### config.mk
export PLATFORM = sky130hd
export DESIGN_NAME = input_conditioner_flat
export DESIGN_NICKNAME = d
export VERILOG_FILES = /design/src/rtl/input_conditioner_if.sv /design/src/rtl/input_conditioner.sv /design/src/flat_wrapper.sv
export SDC_FILE = /design/constraint.sdc
export NUM_CORES = 1
export LEC_CHECK = 0
export CAP_MARGIN = 40
export CELL_PAD_IN_SITES_DETAIL_PLACEMENT = 1
export CELL_PAD_IN_SITES_GLOBAL_PLACEMENT = 2
export CORE_AREA = 2 2 132 121
export DETAILED_ROUTE_END_ITERATION = 8
export DIE_AREA = 0 0 134 123
export PLACE_DENSITY = 0.82
export SLEW_MARGIN = 0
export SYNTH_ARGS = -nofsm -noshare
export SYNTH_HDL_FRONTEND = slang
export SYNTH_SLANG_ARGS = --single-unit
export TNS_END_PERCENT = 20
### constraint.sdc
create_clock -name clk -period 11 [get_ports clk]
set_input_delay 1.1 -clock clk [delete_from_list [all_inputs] [get_ports clk]]
set_output_delay 1.1 -clock clk [all_outputs]
set_load 0.05 [all_outputs]
### src/rtl/input_conditioner_if.sv
// Raw board inputs and conditioned processor-side outputs of the input conditioner.
// The master modport is the board/environment side; slave is the conditioner.
interface input_conditioner_if;
  logic       btn_start_raw;
  logic       btn_end_raw;
  logic [7:0] switches_raw;
  logic [7:0] data_raw;
  logic       button_start;
  logic       button_end;
  logic [7:0] switches;
  logic [7:0] data_in;
  logic       bus_settling;

  modport master (
    output btn_start_raw, btn_end_raw, switches_raw, data_raw,
    input  button_start, button_end, switches, data_in, bus_settling
  );

  modport slave (
    input  btn_start_raw, btn_end_raw, switches_raw, data_raw,
    output button_start, button_end, switches, data_in, bus_settling
  );
endinterface

### src/rtl/input_conditioner.sv
// Synchronises and debounces two push-buttons into single-cycle pulses and
// two 8-bit switch banks into whole-word, glitch-free buses.
module input_conditioner #(
  parameter int DB_CYCLES = 1000000
) (
  input  logic                 clk,
  input  logic                 reset,
  input_conditioner_if.slave   io
);
  localparam int              CW       = $clog2(DB_CYCLES);
  localparam logic [CW-1:0]   CNT_LAST = CW'(DB_CYCLES - 1);

  logic [1:0]      btn_raw;
  logic [1:0]      btn_rise;
  logic [1:0][7:0] bus_raw;
  logic [1:0][7:0] bus_out;
  logic [1:0]      bus_pending;

  logic button_start_q, button_start_d;
  logic button_end_q,   button_end_d;
  logic bus_settling_q, bus_settling_d;

  assign btn_raw    = {io.btn_end_raw, io.btn_start_raw};
  assign bus_raw[0] = io.switches_raw;
  assign bus_raw[1] = io.data_raw;

  // Index 0 is the start button, index 1 the end button.
  generate
    for (genvar gi = 0; gi < 2; gi++) begin : g_btn
      logic          meta_q,   meta_d;
      logic          sync_q,   sync_d;
      logic          stable_q, stable_d;
      logic          prev_q,   prev_d;
      logic [CW-1:0] cnt_q,    cnt_d;

      always_comb begin
        meta_d   = btn_raw[gi];
        sync_d   = meta_q;
        prev_d   = stable_q;
        stable_d = stable_q;
        cnt_d    = '0;
        if (sync_q != stable_q) begin
          if (cnt_q == CNT_LAST) begin
            stable_d = ~stable_q;
          end else begin
            cnt_d = cnt_q + 1'b1;
          end
        end
      end

      always_ff @(posedge clk or posedge reset) begin
        if (reset) begin
          meta_q   <= 1'b0;
          sync_q   <= 1'b0;
          stable_q <= 1'b0;
          prev_q   <= 1'b0;
          cnt_q    <= '0;
        end else begin
          meta_q   <= meta_d;
          sync_q   <= sync_d;
          stable_q <= stable_d;
          prev_q   <= prev_d;
          cnt_q    <= cnt_d;
        end
      end

      assign btn_rise[gi] = stable_q & ~prev_q;
    end
  endgenerate

  // Index 0 is the instruction switch bank, index 1 the data bank.
  generate
    for (genvar gi = 0; gi < 2; gi++) begin : g_bus
      logic [7:0]    meta_q,   meta_d;
      logic [7:0]    sync_q,   sync_d;
      logic [7:0]    shadow_q, shadow_d;
      logic [7:0]    out_q,    out_d;
      logic [CW-1:0] cnt_q,    cnt_d;

      // The whole word must match its shadow for DB_CYCLES edges; any bit
      // moving restarts the count so partial patterns are never loaded.
      always_comb begin
        meta_d   = bus_raw[gi];
        sync_d   = meta_q;
        shadow_d = sync_q;
        out_d    = out_q;
        cnt_d    = '0;
        if ((sync_q == shadow_q) && (shadow_q != out_q)) begin
          if (cnt_q == CNT_LAST) begin
            out_d = shadow_q;
          end else begin
            cnt_d = cnt_q + 1'b1;
          end
        end
      end

      always_ff @(posedge clk or posedge reset) begin
        if (reset) begin
          meta_q   <= '0;
          sync_q   <= '0;
          shadow_q <= '0;
          out_q    <= '0;
          cnt_q    <= '0;
        end else begin
          meta_q   <= meta_d;
          sync_q   <= sync_d;
          shadow_q <= shadow_d;
          out_q    <= out_d;
          cnt_q    <= cnt_d;
        end
      end

      assign bus_out[gi]     = out_q;
      assign bus_pending[gi] = (shadow_q != out_q);
    end
  endgenerate

  // End takes priority: a simultaneous start is dropped.
  always_comb begin
    button_end_d   = btn_rise[1];
    button_start_d = btn_rise[0] & ~btn_rise[1];
    bus_settling_d = |bus_pending;
  end

  always_ff @(posedge clk or posedge reset) begin
    if (reset) begin
      button_start_q <= 1'b0;
      button_end_q   <= 1'b0;
      bus_settling_q <= 1'b0;
    end else begin
      button_start_q <= button_start_d;
      button_end_q   <= button_end_d;
      bus_settling_q <= bus_settling_d;
    end
  end

  assign io.button_start = button_start_q;
  assign io.button_end   = button_end_q;
  assign io.switches     = bus_out[0];
  assign io.data_in      = bus_out[1];
  assign io.bus_settling = bus_settling_q;
endmodule

### src/flat_wrapper.sv
// flat-port wrapper written by rule: the top's interface ports become plain ports
module input_conditioner_flat 
#(
  parameter int DB_CYCLES = 1000000
)
  (clk, reset, io_btn_start_raw, io_btn_end_raw, io_switches_raw, io_data_raw, io_button_start, io_button_end, io_switches, io_data_in, io_bus_settling);
  input_conditioner_if io_i ();
  input  logic clk;
  input  logic reset;
  input wire logic [$bits(io_i.btn_start_raw)-1:0] io_btn_start_raw;
  input wire logic [$bits(io_i.btn_end_raw)-1:0] io_btn_end_raw;
  input wire logic [$bits(io_i.switches_raw)-1:0] io_switches_raw;
  input wire logic [$bits(io_i.data_raw)-1:0] io_data_raw;
  output wire logic [$bits(io_i.button_start)-1:0] io_button_start;
  output wire logic [$bits(io_i.button_end)-1:0] io_button_end;
  output wire logic [$bits(io_i.switches)-1:0] io_switches;
  output wire logic [$bits(io_i.data_in)-1:0] io_data_in;
  output wire logic [$bits(io_i.bus_settling)-1:0] io_bus_settling;
  assign io_i.btn_start_raw = io_btn_start_raw;
  assign io_i.btn_end_raw = io_btn_end_raw;
  assign io_i.switches_raw = io_switches_raw;
  assign io_i.data_raw = io_data_raw;
  assign io_button_start = io_i.button_start;
  assign io_button_end = io_i.button_end;
  assign io_switches = io_i.switches;
  assign io_data_in = io_i.data_in;
  assign io_bus_settling = io_i.bus_settling;
  input_conditioner #(.DB_CYCLES(DB_CYCLES)) u_core (.clk(clk), .reset(reset), .io(io_i));
endmodule
Yosys cells after proc, flatten, opt, wreduce, memory -nomap -nowiden
Cells that the tools add are included.
Storage, ports and cells
  logic and storage cells: 60
  register bits: 155
  output and inout port bits: 19
Cells by class
  bitwise logic cells: 8
  equality and inequality tests: 10
  add/sub/neg operators: 4
  mux-type cells: 8
  reductions and logical operators: 7
Operator list (number)
  20-bit 2-to-1 mux: 8
  20-bit by 1-bit adder with 20-bit output (second input constant): 4
  20-bit == test (second input constant): 4
  8-bit == test: 2
  8-bit != test: 2
  2-bit AND reduction: 4
  1-bit NOT: 5
  1-bit bitwise AND: 3
  1-bit logical AND: 2
  1-bit != test: 2
  2-bit OR reduction: 1

Longest topological paths before layout
Gate-level depths: netlist of run 1.
  depth after elaboration: 4
  gate-level depth with buffers: 8
  mapped depth without buffers: 6

Worst setup path before layout of run 1
OpenSTA, ideal clock, no wires.
  path kind: register -> register
  start: reg u_core.g_bus[1].out_q[6], in the netlist u_core.io.data_in[6]
  end: reg u_core.g_bus[1].out_q[0], in the netlist u_core.io.data_in[0]
  setup time: 125 ps
  cell stages (with the launch flop): 6
  data required time: 10875 ps
  arrival time: 1764 ps
  clock period less this slack: 1889 ps
  slack: 9111 ps
  buffers on the path: 0
  cells stage by stage: dfrtp_1 -> xor2_1 -> nor4_1 -> nand2_1 -> nand3_1 -> mux2_2
Between the ends
  longest elaborated chain between the ends: 3
RTL lines
  start: declaration: line input_conditioner.sv:77  | logic [7:0] out_q, out_d;
  start signal: assignment: line input_conditioner.sv:108  | out_q <= out_d;
  8-bit != test: line input_conditioner.sv:88  | if ((sync_q == shadow_q) && (shadow_q != out_q)) begin
  1-bit logical AND: line input_conditioner.sv:88
  2-bit AND reduction (no line)
Every way passes these cells.
A chain may end at the register's enable or synchronous reset.

Worst setup path in the final report of run 1
  start: reg u_core.g_bus[1].out_q[5], in the netlist u_core.io.data_in[5]
  end: out io_data_in[5]
RTL lines
  end: declaration: line flat_wrapper.sv:17  | output wire logic [$bits(io_i.data_in)-1:0] io_data_in;
No word-level cell between the ends.

==> insert_results.sql, run 1 <==
INSERT INTO impl_metrics (metric_group, metric, value, unit) VALUES
('status', 'outcome', 'completed', ''),
('placement', 'finalWeightedCongestion', '0.751', ''),
('clock_network', 'clock_sinks', '155', ''),
('power_and_ir_drop', 'post-layout-total-power', '1.23', 'mW'),
('finish', 'layout.core_utilization', '0.500', ''),
('clock_network', 'cts-htree-levels', '4', ''),
('routing', 'drc_errors', '0', ''),
('clock_network', 'cts-resized-gates', '0', ''),
('routing', 'dr.pass1.iters', '4', ''),
('floorplanning', 'dieArea', '0.0165', 'mm2'),
('placement', 'post-dp-hpwl', '8630', 'um'),
('clock_network', 'numCtsBuffers', '17', ''),
('finish', 'final_common_cell', 'sky130_fd_sc_hd__dfrtp_1', ''),
('placement', 'post-place-ws', '7.84', 'ns'),
('clock_network', 'cts-root-to-sink-buffers', '2', ''),
('finish', 'area_growth', '18.8', '%'),
('floorplanning', 'die_width', '134', 'um'),
('global_routing', 'first_global_vias', '4337', ''),
('synth', 'synth_area', '0.00636', 'mm2'),
('timing', 'timing.clock.skew', '0.00614', 'ns'),
('clock_network', 'clock_tree_from_tritoncts', 'built', ''),
('routing', 'post_dr_wirelength_cell', '16.5', 'um'),
('critical_path', 'timing.critical_path.from_type', 'flip-flop', ''),
('power_and_ir_drop', 'leakage', '3.21', 'nW'),
('floorplanning', 'chipHeight', '123', 'um'),
('routing', 'avgViaCountPerCell', '4.98', ''),
('critical_path', 'worst-setup-path-type', 'flip-flop to output pin', ''),
('global_routing', 'grt_antenna_before_repair', '1', ''),
('run', 'number_of_max_capacitance_violations_reported', '0', ''),
('finish', 'filler_cell_count', '1580', ''),
('timing', 'timing.fmax', '0.362', 'GHz'),
('timing', 'final_critical_path_setup_slack', '8.24', 'ns'),
('placement', 'dpl_cell_area', '0.00694', 'mm2'),
('timing', 'rsz0062_at_grt', 'false', ''),
('critical_path', 'timing.critical_path.cells', 'clkdlybuf4s50_1', ''),
('finish', 'mostFrequentLayoutCells', 'sky130_fd_sc_hd__dfrtp_1, sky130_fd_sc_hd__nor2_1, sky130_fd_sc_hd__xor2_1', ''),
('timing', 'hold_viol_final', '0', ''),
('synth', 'fraction_of_the_yosys_area_taken_by_sequential_cells', '0.610', ''),
('clock_network', 'insertion_delay', '0.42', 'ns'),
('routing', 'antenna_violating_nets_post_route', '0', ''),
('hold_path', 'hold_path_end', 'u_core.g_bus[0].shadow_d[6]$_DFF_PP0_', ''),
('synth', 'post_synth_inst_count', '538', ''),
('timing', 'setup_viol', '0', ''),
('critical_path', 'data_arrival_time_of_the_worst_path', '1.66', 'ns'),
('timing', 'slew_limit_headroom', '0.414', ''),
('synth', 'syn_avg_cell_area', '11.8', 'um2'),
('critical_path', 'rrSetupSlack', '8.74', 'ns'),
('critical_path', 'cp-end-kind', 'output pin', ''),
('hold_path', 'worst_hold_startpoint', 'u_core.g_bus[0].meta_q[6]$_DFF_PP0_', ''),
('critical_path', 'timing.rr.end', 'u_core.g_btn[1].cnt_q[3]$_DFF_PP0_', ''),
('timing', 'worst_slew_pin_slew', '0.876', 'ns'),
('floorplanning', 'initial_core_util', '0.420', ''),
('critical_path', 'r2r.worst_path.cells', '5', ''),
('global_routing', 'global_route.overflow_total', '0', ''),
('critical_path', 'worst_path_max_delay_cell', 'sky130_fd_sc_hd__clkdlybuf4s50_1', ''),
('finish', 'layout-drive-gt1-share', '0.0965', ''),
('synth', 'netlist-cell-type-count', '37', ''),
('global_routing', 'pin_count_of_the_biggest_net_entering_global_routing', '88', ''),
('timing', 'finalSetupTns', '0', 'ns'),
('floorplanning', 'num_rows', '43', ''),
('finish', 'finalInstanceArea', '0.00755', 'mm2'),
('routing', 'via_count', '4002', ''),
('power_and_ir_drop', 'power_density', '163', 'mW/mm2'),
('placement', 'port-buffer-count', '38', ''),
('critical_path', 'cp_num_buf_inv', '1', ''),
('floorplanning', 'core-area', '0.0151', 'mm2'),
('critical_path', 'critical-path-top-delay-family', 'buffers and inverters', ''),
('clock_network', 'cts-hold-fix-buffers', '0', ''),
('timing', 'period_minus_slack', '2.76', 'ns'),
('clock_network', 'clkTransAtPathRegs', '0.06', 'ns'),
('finish', 'layout.nets', '612', '');
==> through the flow <==
step | hold WS (ns) | std cells
global placement | 0.332 | 770
global route | 0.356 | 803
finish | 0.350 | 803
CTS | 0.353 | 803
detailed placement | 0.336 | 771
floorplan | 0.331 | 538
==> kinds of logic after synthesis <==
family | count (synthesis) | share of synthesized area
AND/OR/NAND/NOR | 236 | 0.186
flip-flops | 155 | 0.610
XOR/XNOR | 106 | 0.146
buffers and inverters | 18 | 0.0167
multiplexers | 18 | 0.0319
adder cells (fa/ha/maj) | 4 | 0.00787
AO/OA/AOI/OAI | 1 | 0.00118
==> worst max-delay path by stage <==
stage	start	to	slack, ns	cells after the start
floorplan	reset	u_core.g_btn[0].cnt_q[0]$_DFF_PP0_	5.72	1
global placement	reset	u_core.g_bus[1].meta_q[0]$_DFF_PP0_	7.92	3
detailed placement	reset	u_core.g_bus[1].meta_q[6]$_DFF_PP0_	7.84	3
CTS	u_core.io.data_in[5]$_DFFE_PP0P_	io_data_in[5]	8.19	1
global route	reset	u_core.g_bus[1].shadow_q[5]$_DFF_PP0_	8.11	3
finish	u_core.io.data_in[5]$_DFFE_PP0P_	io_data_in[5]	8.24	1
==> sequential cells by signal, indices dropped and copies added (netlist names) <==
name                    count
u_core.g_btn.cnt_q         40
u_core.io.switches          8
u_core.g_bus.shadow_d      16
u_core.g_bus.cnt_q         40
u_core.g_btn.sync_q         2
u_core.g_bus.shadow_q      16
u_core.g_btn.prev_d         2
u_core.io.bus_settling      1
u_core.g_btn.meta_q         2
u_core.g_bus.meta_q        16
u_core.io.button_start      1
u_core.io.data_in           8
u_core.io.button_end        1
u_core.g_btn.prev_q         2
==> worst reg2reg max path, cell delays in order, from the launching register on <==
cell	delay, ns
sky130_fd_sc_hd__dfrtp_1	0.41
sky130_fd_sc_hd__or4_1	0.56
sky130_fd_sc_hd__nor4_1	0.25
sky130_fd_sc_hd__and3_1	0.22
sky130_fd_sc_hd__or2_1	0.53
sky130_fd_sc_hd__nor2_1	0.15
==> metal layers <==
metal	global-route usage	part of all wire	vias up
met5	0	0.00098	-
met4	0.0426	0.0075	2
li1	-	-	1903
met3	0.0537	0.038	9
met2	0.275	0.47	57
met1	0.239	0.48	2031
==> synth_stat cells, drive strengths merged <==
master,count,area share
dfrtp,155,0.61
nor2,89,0.053
xor2,64,0.088
xnor2,42,0.058
nand2,31,0.018
nand3,29,0.023
nand4,22,0.023
mux2,18,0.032
and3,14,0.014
nor4,14,0.015
nor3,11,0.0087
inv,9,0.0053
buf,7,0.010
and4,4,0.0055
ha,4,0.0079
nor4b,4,0.0065
nand3b,3,0.0035
nor2b,3,0.0030
or2,3,0.0030
and2,2,0.0020
clkbuf,2,0.0012
and4b,1,0.0016
nand2b,1,0.00098
nor3b,1,0.0012
o211ai,1,0.0012
or2b,1,0.0014
or3,1,0.00098
or4,1,0.0012
or4b,1,0.0016
==> area by class of cell <==
class / count / area [um2] / area share
Sequential cell: 155 / 3880 / 0.514
Multi-Input combinational cell: 365 / 2370 / 0.314
Clock buffer: 20 / 447 / 0.0591
Timing Repair Buffer: 40 / 399 / 0.0528
Tap cell: 202 / 253 / 0.0335
Clock inverter: 12 / 165 / 0.0219
Inverter: 9 / 38.8 / 0.00514
==> where the power goes <==
part	total, mW	switching, mW	internal (mW)
Clock	0.604	0.238	0.366
Sequential	0.591	0.00933	0.582
Combinational	0.0337	0.0202	0.0135
Note: power is estimated with default switching activity, not from simulation.
==> run 2, diff against run 1 <==
--- a/config.mk
+++ b/config.mk
@@ -8,10 +8,10 @@
 export CAP_MARGIN = 40
 export CELL_PAD_IN_SITES_DETAIL_PLACEMENT = 1
 export CELL_PAD_IN_SITES_GLOBAL_PLACEMENT = 2
-export CORE_AREA = 2 2 132 121
+export CORE_AREA = 2 2 144 132
 export DETAILED_ROUTE_END_ITERATION = 8
-export DIE_AREA = 0 0 134 123
-export PLACE_DENSITY = 0.82
+export DIE_AREA = 0 0 146 134
+export PLACE_DENSITY = 0.73
 export SLEW_MARGIN = 0
 export SYNTH_ARGS = -nofsm -noshare
 export SYNTH_HDL_FRONTEND = slang
==> constraint.sdc (replaced) <==
create_clock -name clk -period 2.3 [get_ports clk]
set_input_delay 0.23 -clock clk [delete_from_list [all_inputs] [get_ports clk]]
set_output_delay 0.23 -clock clk [all_outputs]
set_load 0.05 [all_outputs]
==> insert_results.sql, run 2 (synthesis gave the netlist of run 1 again) <==
INSERT INTO impl_metrics (metric_group, metric, value, unit) VALUES
('status', 'outcome', 'completed', ''),
('critical_path', 'data_arrival_time_of_the_worst_path', '2.33', 'ns'),
('finish', 'area_growth', '21.5', '%'),
('run', 'number_of_max_capacitance_violations_reported', '0', ''),
('clock_network', 'numCtsBuffers', '17', ''),
('floorplanning', 'dieArea', '0.0196', 'mm2'),
('timing', 'slew_limit_headroom', '0.605', ''),
('routing', 'post_dr_wirelength_cell', '15.1', 'um'),
('global_routing', 'global_route.overflow_total', '0', ''),
('power_and_ir_drop', 'clockPowerShare', '0.480', ''),
('clock_network', 'cts-root-to-sink-buffers', '2', ''),
('timing', 'worst_slew_pin_slew', '0.590', 'ns'),
('clock_network', 'cts-hold-fix-buffers', '0', ''),
('power_and_ir_drop', 'net-switching-power', '1.28', 'mW'),
('critical_path', 'cp-end-kind', 'flip-flop', ''),
('timing', 'timing_max_transition_violations_final', '0', ''),
('routing', 'antenna_violating_nets_post_route', '0', ''),
('global_routing', 'wire_length_of_the_first_global_routing_pass', '22400', 'um'),
('finish', 'area_of_the_multi_input_gates', '0.00237', 'mm2'),
('power_and_ir_drop', 'comb_power_share', '0.032', ''),
('global_routing', 'pin_count_of_the_biggest_net_entering_global_routing', '43', ''),
('finish', 'filler_cell_count', '1981', ''),
('finish', 'layout-drive-gt1-share', '0.113', ''),
('timing', 'final.hold.worst_slack', '0.198', 'ns'),
('power_and_ir_drop', 'swShare', '0.221', ''),
('timing', 'post-route-period-util', '0.888', ''),
('hold_path', 'hold_path.class', 'input pin to asynchronous set/reset pin', ''),
('clock_network', 'cts-resized-gates', '0', ''),
('power_and_ir_drop', 'leakage', '3.27', 'nW'),
('finish', 'largestRegisters', 'u_core.g_btn.cnt_q x40, u_core.g_bus.cnt_q x40', ''),
('critical_path', 'timing.critical_path.from_type', 'flip-flop', ''),
('finish', 'layout.nets', '623', ''),
('power_and_ir_drop', 'power_density', '749', 'mW/mm2'),
('placement', 'finalWeightedCongestion', '0.749', ''),
('power_and_ir_drop', 'p_int', '4.50', 'mW'),
('floorplanning', 'initial_core_util', '0.351', ''),
('global_routing', 'first_global_vias', '4477', ''),
('floorplanning', 'die_width', '146', 'um'),
('placement', 'post-dp-hpwl', '9060', 'um'),
('power_and_ir_drop', 'sequentialPowerShare', '0.489', ''),
('finish', 'stdcell_count', '857', ''),
('floorplanning', 'num_rows', '47', ''),
('timing', 'timing.fmax', '0.490', 'GHz'),
('timing', 'rsz0062_at_grt', 'false', ''),
('power_and_ir_drop', 'max-vdd-ir-drop', '0.000381', 'V'),
('timing', 'setup_viol', '0', ''),
('routing', 'dr.pass1.iters', '4', ''),
('clock_network', 'insertion_delay', '0.42', 'ns'),
('timing', 'hold_viol_final', '0', ''),
('floorplanning', 'core-area', '0.0181', 'mm2'),
('routing', 'drt_wl_total', '13000', 'um'),
('global_routing', 'gr-usage-all-layers', '0.145', ''),
('clock_network', 'clock_tree_from_tritoncts', 'built', ''),
('clock_network', 'cts-htree-levels', '4', ''),
('placement', 'port-buffer-count', '38', ''),
('routing', 'starting_drt_drc_count', '156', ''),
('placement', 'numPlacedInstances', '825', ''),
('critical_path', 'crit_fanout', '19', ''),
('finish', 'antenna_cells_inserted', '0', ''),
('timing', 'final_critical_path_setup_slack', '0.258', 'ns'),
('finish', 'final_common_cell', 'sky130_fd_sc_hd__dfrtp_1', ''),
('clock_network', 'clock_sinks', '155', ''),
('critical_path', 'timing.critical_path.required', '2.59', 'ns'),
('finish', 'seq_area', '0.00388', 'mm2'),
('floorplanning', 'chipHeight', '134', 'um'),
('critical_path', 'worst-setup-path-type', 'flip-flop to flip-flop', ''),
('critical_path', 'crit_start', 'u_core.g_btn[0].cnt_q[0]$_DFF_PP0_', ''),
('timing', 'finalSetupTns', '0', 'ns'),
('critical_path', 'reg2reg_from', 'u_core.g_btn[0].cnt_q[0]$_DFF_PP0_', ''),
('routing', 'via_count', '4022', ''),
('global_routing', 'grt_antenna_before_repair', '0', ''),
('timing', 'timing.clock.skew', '0.00881', 'ns'),
('clock_network', 'post_cts_buffers', '0', ''),
('routing', 'avgViaCountPerCell', '4.69', ''),
('finish', 'mostFrequentLayoutCells', 'sky130_fd_sc_hd__dfrtp_1, sky130_fd_sc_hd__nor2_1, sky130_fd_sc_hd__xor2_1', ''),
('placement', 'post-place-ws', '0.110', 'ns'),
('clock_network', 'clkTransAtPathRegs', '0.07', 'ns'),
('routing', 'drc_errors', '0', ''),
('timing', 'period_minus_slack', '2.04', 'ns'),
('floorplanning', 'pin_count', '39', ''),
('clock_network', 'clockRootBuffer', 'sky130_fd_sc_hd__clkbuf_16', '');
## run 2: changes by cell type in the layout (fill, tap and decap cells not counted), moves of 3 or more
cell / delta
sky130_fd_sc_hd__clkinvlp_4: +3
sky130_fd_sc_hd__buf_12: +5
sky130_fd_sc_hd__buf_4: +7
sky130_fd_sc_hd__clkinv_4: -4
## run 2: layer usage
metal / GRT usage / up-vias / share of wire
met5: 0 / - / 0
met2: 0.232 / 40 / 0.47
met3: 0.0412 / 7 / 0.026
li1: - / 1921 / -
met1: 0.195 / 2054 / 0.49
met4: 0.0356 / 0 / 0.0067
## run 2: final timing paths
path	slack, ns	cells after the start	end
max	0.26	7	u_core.g_btn[0].cnt_q[7]$_DFF_PP0_
min	0.20	2	u_core.g_btn[1].cnt_q[9]$_DFF_PP0_
max reg2reg	0.26	7	u_core.g_btn[0].cnt_q[7]$_DFF_PP0_
min reg2reg	0.35	0	u_core.g_bus[1].shadow_d[2]$_DFF_PP0_
max in group asynchronous	1.51	3	u_core.g_bus[1].cnt_q[0]$_DFF_PP0_
min in group clk	0.25	1	u_core.g_bus[1].meta_q[0]$_DFF_PP0_
## run 2: worst max-delay path: stages, from the launching register on
cell                      delay, ns
sky130_fd_sc_hd__dfrtp_1       0.39
sky130_fd_sc_hd__ha_1          0.25
sky130_fd_sc_hd__and4_1        0.24
sky130_fd_sc_hd__nand2_1       0.10
sky130_fd_sc_hd__nor4_1        0.41
sky130_fd_sc_hd__buf_4         0.19
sky130_fd_sc_hd__or2_4         0.25
sky130_fd_sc_hd__nor2_1        0.09
## run 2: through the flow
step	cell area (um2)	util	power, mW
after floorplan	6360	-	2.97
after global placement	7130	0.394	3.06
after detailed placement	7130	0.394	3.06
after CTS	7720	0.426	5.91
after global routing	7720	0.426	6.04
final	7720	0.426	5.78
## run 2: cell type report
class,instances,area share
clock buffer,20,0.0579
tap,245,0.0397
clock inverter,12,0.0178
inverter,9,0.00486
timing repair buffer,51,0.0700
sequential,155,0.502
multi-input combinational,365,0.307
## run 2: power groups by stage
stage                     Sequential [mW]  Combinational [mW]  Clock [mW]
final                                2.83               0.182        2.77
after global routing                 2.83               0.209        3.00
after CTS                            2.83               0.190        2.89
after detailed placement             2.88               0.188           0
after global placement               2.87               0.185           0
after floorplan                      2.86               0.107           0
